### src/rtl/pipe_reg_chain_pkg.sv
// pipe_pkg: shared constants and helpers for the pipe_reg_chain register pipeline.
package pipe_pkg;

    localparam int DEF_WIDTH = 8;
    localparam int DEF_DEPTH = 3;

    function automatic int occ_width(input int depth);
        return $clog2(depth + 1);
    endfunction

endpackage

### src/rtl/pipe_reg_chain_stage.sv
// pipe_stage: one register slice of the pipeline; data only loads on a valid source word.
module pipe_stage #(
    parameter int WIDTH = 8
) (
    input  logic             clk,
    input  logic             rst,
    input  logic             flush,
    input  logic             move,
    input  logic             src_valid,
    input  logic [WIDTH-1:0] src_data,
    output logic             v,
    output logic [WIDTH-1:0] data
);

    always_ff @(posedge clk) begin
        if (rst) begin
            v    <= 1'b0;
            data <= '0;
        end else if (flush) begin
            v <= 1'b0;
        end else if (move) begin
            v <= src_valid;
            if (src_valid) data <= src_data;
        end
    end

endmodule

### src/rtl/pipe_reg_chain.sv
// pipe_reg_chain: DEPTH-stage valid/ready register pipeline with bubble collapsing.
// Define PIPE_REG_CHAIN_OCCUPANCY_EN to add the occupancy counter output.
module pipe_reg_chain
    import pipe_pkg::*;
#(
    parameter int WIDTH = DEF_WIDTH,
    parameter int DEPTH = DEF_DEPTH
) (
    input  logic                        clk,
    input  logic                        rst,
    input  logic                        flush,
    input  logic                        in_valid,
    output logic                        in_ready,
    input  logic [WIDTH-1:0]            in_data,
    output logic                        out_valid,
    input  logic                        out_ready,
`ifdef PIPE_REG_CHAIN_OCCUPANCY_EN
    output logic [WIDTH-1:0]            out_data,
    output logic [occ_width(DEPTH)-1:0] occupancy
`else
    output logic [WIDTH-1:0]            out_data
`endif
);

    typedef struct packed {
        logic             v;
        logic [WIDTH-1:0] data;
    } stage_t;

    logic [DEPTH-1:0] v;
    logic [DEPTH-1:0] adv;
    logic [DEPTH-1:0] mv;
    logic [WIDTH-1:0] data [DEPTH];
    stage_t           src  [DEPTH];
    logic             down;

    // Walk from the output back: a stage moves if it is empty or its word leaves.
    always_comb begin
        down = out_ready;
        adv  = '0;
        mv   = '0;
        for (int i = DEPTH - 1; i >= 0; i--) begin
            adv[i] = v[i] & down;
            mv[i]  = ~v[i] | adv[i];
            down   = mv[i];
        end
    end

    assign in_ready = mv[0] & ~flush;

    always_comb begin
        src[0] = '{v: in_valid & in_ready, data: in_data};
        for (int i = 1; i < DEPTH; i++) src[i] = '{v: v[i-1], data: data[i-1]};
    end

    for (genvar i = 0; i < DEPTH; i++) begin : g_stage
        pipe_stage #(.WIDTH(WIDTH)) u_stage (
            .clk       (clk),
            .rst       (rst),
            .flush     (flush),
            .move      (mv[i]),
            .src_valid (src[i].v),
            .src_data  (src[i].data),
            .v         (v[i]),
            .data      (data[i])
        );
    end

    assign out_valid = v[DEPTH-1];
    assign out_data  = data[DEPTH-1];

`ifdef PIPE_REG_CHAIN_OCCUPANCY_EN
    logic push, pop;
    assign push = in_valid & in_ready;
    assign pop  = out_valid & out_ready;

    always_ff @(posedge clk) begin
        if (rst || flush) occupancy <= '0;
        else occupancy <= (push && !pop) ? occupancy + 1'b1 :
                          (pop && !push) ? occupancy - 1'b1 : occupancy;
    end
`endif

endmodule

### config.mk
export PLATFORM = sky130hd
export DESIGN_NAME = pipe_reg_chain
export DESIGN_NICKNAME = d
export VERILOG_FILES = /design/src/rtl/pipe_reg_chain_pkg.sv /design/src/rtl/pipe_reg_chain_stage.sv /design/src/rtl/pipe_reg_chain.sv
export SDC_FILE = /design/constraint.sdc
export NUM_CORES = 1
export LEC_CHECK = 0
export ABC_AREA = 0
export BUFFER_PORTS_ARGS = -buffer_cell sky130_fd_sc_hd__clkbuf_2
export CAP_MARGIN = 20
export CORE_MARGIN = 1
export CORE_UTILIZATION = 57
export DETAILED_ROUTE_END_ITERATION = 8
export PLACE_DENSITY = 0.82
export RECOVER_POWER = 100
export SYNTH_ARGS = -nofsm -noshare
export SYNTH_HDL_FRONTEND = slang
export SYNTH_SLANG_ARGS = --single-unit
### constraint.sdc
create_clock -name clk -period 2.05 [get_ports clk]
set_input_delay 0.205 -clock clk [delete_from_list [all_inputs] [get_ports clk]]
set_output_delay 0.205 -clock clk [all_outputs]
set_load 0.02 [all_outputs]
==> flow_metrics.py <==
metrics = {
    "placed_design": {
        "routabilityCongestion": 0.7948,
        "dp.cells": 155,
        "io_buffers": 22,
        "place_hpwl_mm": 1.364,
    },
    "timing": {
        "clock.fmax_mhz": 602.4,
        "period_needed_ps": 1660,
        "finalSetupTns_ps": 0,
        "maxSlewViolCount": 0,
        "rsz0062_at_grt": "no",
        "maxSlewHeadroom_pct": 33.13,
        "timing.final.hold_violations": 0,
        "setup_violations": 0,
        "period_share_pct": 80.98,
        "fin_skew_ps": 12.68,
        "tightest_slew_ps": 1003,
    },
    "global_route": {
        "grt_util_met3_pct": 3.396,
        "grt_max_degree": 36,
        "antenna_found_initial": 0,
        "met1_usage_pct": 24.36,
        "met2_usage_pct": 29.32,
        "grt_overflow": 0,
        "grt_most_used_layer": "met2",
        "grt_use_total_pct": 18.71,
        "grt_pass1_wl_mm": 2.884,
        "grt_pass1_vias": 687,
    },
    "floorplanning": {
        "start_util_pct": 60.20,
        "dieHeight_um": 47.52,
        "row_count": 16,
        "die-area_um2": 2258,
        "chipWidth_um": 47.52,
        "io_pins": 23,
        "core-area_um2": 1962,
    },
    "route": {
        "routed_wl_mm": 1.893,
        "vias": 813,
        "dr.pass1.iters": 4,
        "via_per_inst": 5.113,
        "antenna_left": 0,
        "drt-initial-drc-count": 13,
        "wire_per_inst_um": 11.91,
        "remaining_drc_errors": 0,
    },
    "pwr": {
        "clkPwrFrac_pct": 27.4,
        "power_density_nw_per_um2": 670.8,
        "vdd_drop_max_uv": 395.3,
        "combPwrFrac_pct": 7.2,
        "intPower_w": 0.0006379,
        "leakage_nw": 0.4287,
        "swShare_pct": 22.68,
        "p_sw_w": 0.0001871,
        "seqPwrFrac_pct": 65.4,
    },
    "clock_network": {
        "root_buffer": "clkbuf_4",
        "insertion_delay_ps": 330,
        "path_clk_slew_ps": 150,
        "ctsHoldBuffers": 0,
        "cts-resized-gates": 0,
        "cts_sinks": 27,
        "h-tree-depth": 1,
        "cts_tree": "done",
        "numCtsBuffers": 3,
        "cts_setup_buffers": 0,
        "cts_buffer_depth": 2,
    },
    "synth": {
        "yosysTopAreaCell": "dfxtp_1",
        "yosysMostFrequentCell": "dfxtp_1",
        "synth_common_cells": "dfxtp_1, nand2b_1, mux2i_1",
        "ys_warn_count": 0,
        "synth-seq-cells": 27,
        "synth_edf_count": 0,
        "synth.net_count": 135,
        "ys_types": 19,
        "async_reset_ff_share_pct": 0,
        "synthCells": 122,
        "synthTopCellsByArea": "dfxtp_1, nand2b_1, mux2i_1, buf_4, a21oi_1",
        "synth_top_area_share_pct": 45.76,
        "synth_area_per_cell_um2": 9.681,
        "synth_seq_area_share_pct": 45.76,
        "syn_area_um2": 1181,
        "synth-main-ff-cell": "dfxtp_1",
    },
    "final_layout": {
        "fin_nets": 146,
        "area_growth_pct": 4.131,
        "layout-drive-gt1-share_pct": 13.64,
        "fin_cells": 159,
        "n_antenna_cell": 0,
    },
    "critical_path": {
        "critPathRequiredTime_ps": 2300,
        "end_kind": "flop",
        "worstPathMaxFanout": 14,
        "worstSetupStartpoint": "g_stage[2].u_stage.v",
        "timing.rr.start": "g_stage[2].u_stage.v",
        "arrival_ps": 1910,
        "path_class": "reg -> reg",
        "startpoint_type": "flop",
    },
    "status": {
        "status": "complete, no violations",
    },
    "run": {
        "maxCapViolCount": 0,
    },
    "worst_hold_path": {
        "hold_start": "in_data[7]",
        "hp-class": "in -> reg",
    },
}
## cell type report
| class | instances | area (um^2) |
|---|---|---|
| inverter | 1 | 3.754 |
| timing repair buffer | 22 | 97.59 |
| fill | 197 | 732.0 |
| multi-input combinational | 78 | 526.8 |
| sequential | 27 | 540.5 |
| clock inverter | 1 | 5.005 |
| tap | 27 | 33.78 |
| clock buffer | 3 | 22.52 |
## cells in the final DEF (no fill, tap or decap), drive strengths merged, types with 2 or more instances in the layout
cell	instances
o21ai	8
nand2b	26
dfxtp	27
a21oi	10
nor3	3
nand3	8
mux2i	16
clkbuf	25
nor2b	2
a31oi	2
## worst max-delay path, stage by stage, from the launching register on
cell,delay (ps)
dfxtp_1,340
nor2b_4,170
a21oi_1,800
mux2i_1,280
## layer usage
layer,up-vias,routed length (um)
met1,367,918
met3,2,55
met2,17,905
li1,427,-
met4,0,13
met5,-,0
## stage by stage
stage                     util [%]  worst slack [ps]  hold WS (ps)   power, W  cell area, um^2
after floorplan                  -             700.0         360.7  0.0005942             1181
after global placement       62.69             662.2         449.9  0.0006105             1230
after detailed placement     62.69             621.0         454.7  0.0006128             1230
after CTS                    64.09             513.5         86.63  0.0008350             1257
after global routing         62.69             278.3         96.95  0.0008639             1230
final                        62.69             390.0         91.66  0.0008250             1230
## worst paths after layout
check                                                   to  slack (ps)  depth (start not counted)
worst min-delay path            g_stage[0].u_stage.data[7]          90                          3
worst min register to register  g_stage[2].u_stage.data[0]         460                          2
worst max register to register  g_stage[1].u_stage.data[5]         390                          3
worst max-delay path            g_stage[1].u_stage.data[5]         390                          3
## registers in the layout, summed over array words and instances (netlist names)
signal / count
g_stage.u_stage.v: 3
g_stage.u_stage.data: 24
## kinds of logic after synthesis
| kind of cell | Yosys count | synth area share, % |
|---|---|---|
| DFF | 27 | 45.76 |
| buffers and inverters | 17 | 8.367 |
| and+or+nand+nor | 41 | 21.08 |
| AOI/OAI and AO/OA | 21 | 11.23 |
| muxes | 16 | 13.56 |
## power by group through the flow
| stage | combinational, W | clock [W] | sequential (W) |
|---|---|---|---|
| after floorplan | 0.0000443 | 0 | 0.000550 |
| after global placement | 0.0000596 | 0 | 0.000551 |
| after detailed placement | 0.0000614 | 0 | 0.000551 |
| after CTS | 0.0000615 | 0.000234 | 0.000540 |
| after global routing | 0.0000664 | 0.000256 | 0.000541 |
| final | 0.0000590 | 0.000226 | 0.000540 |
Note: power is estimated with default switching activity, not from simulation.
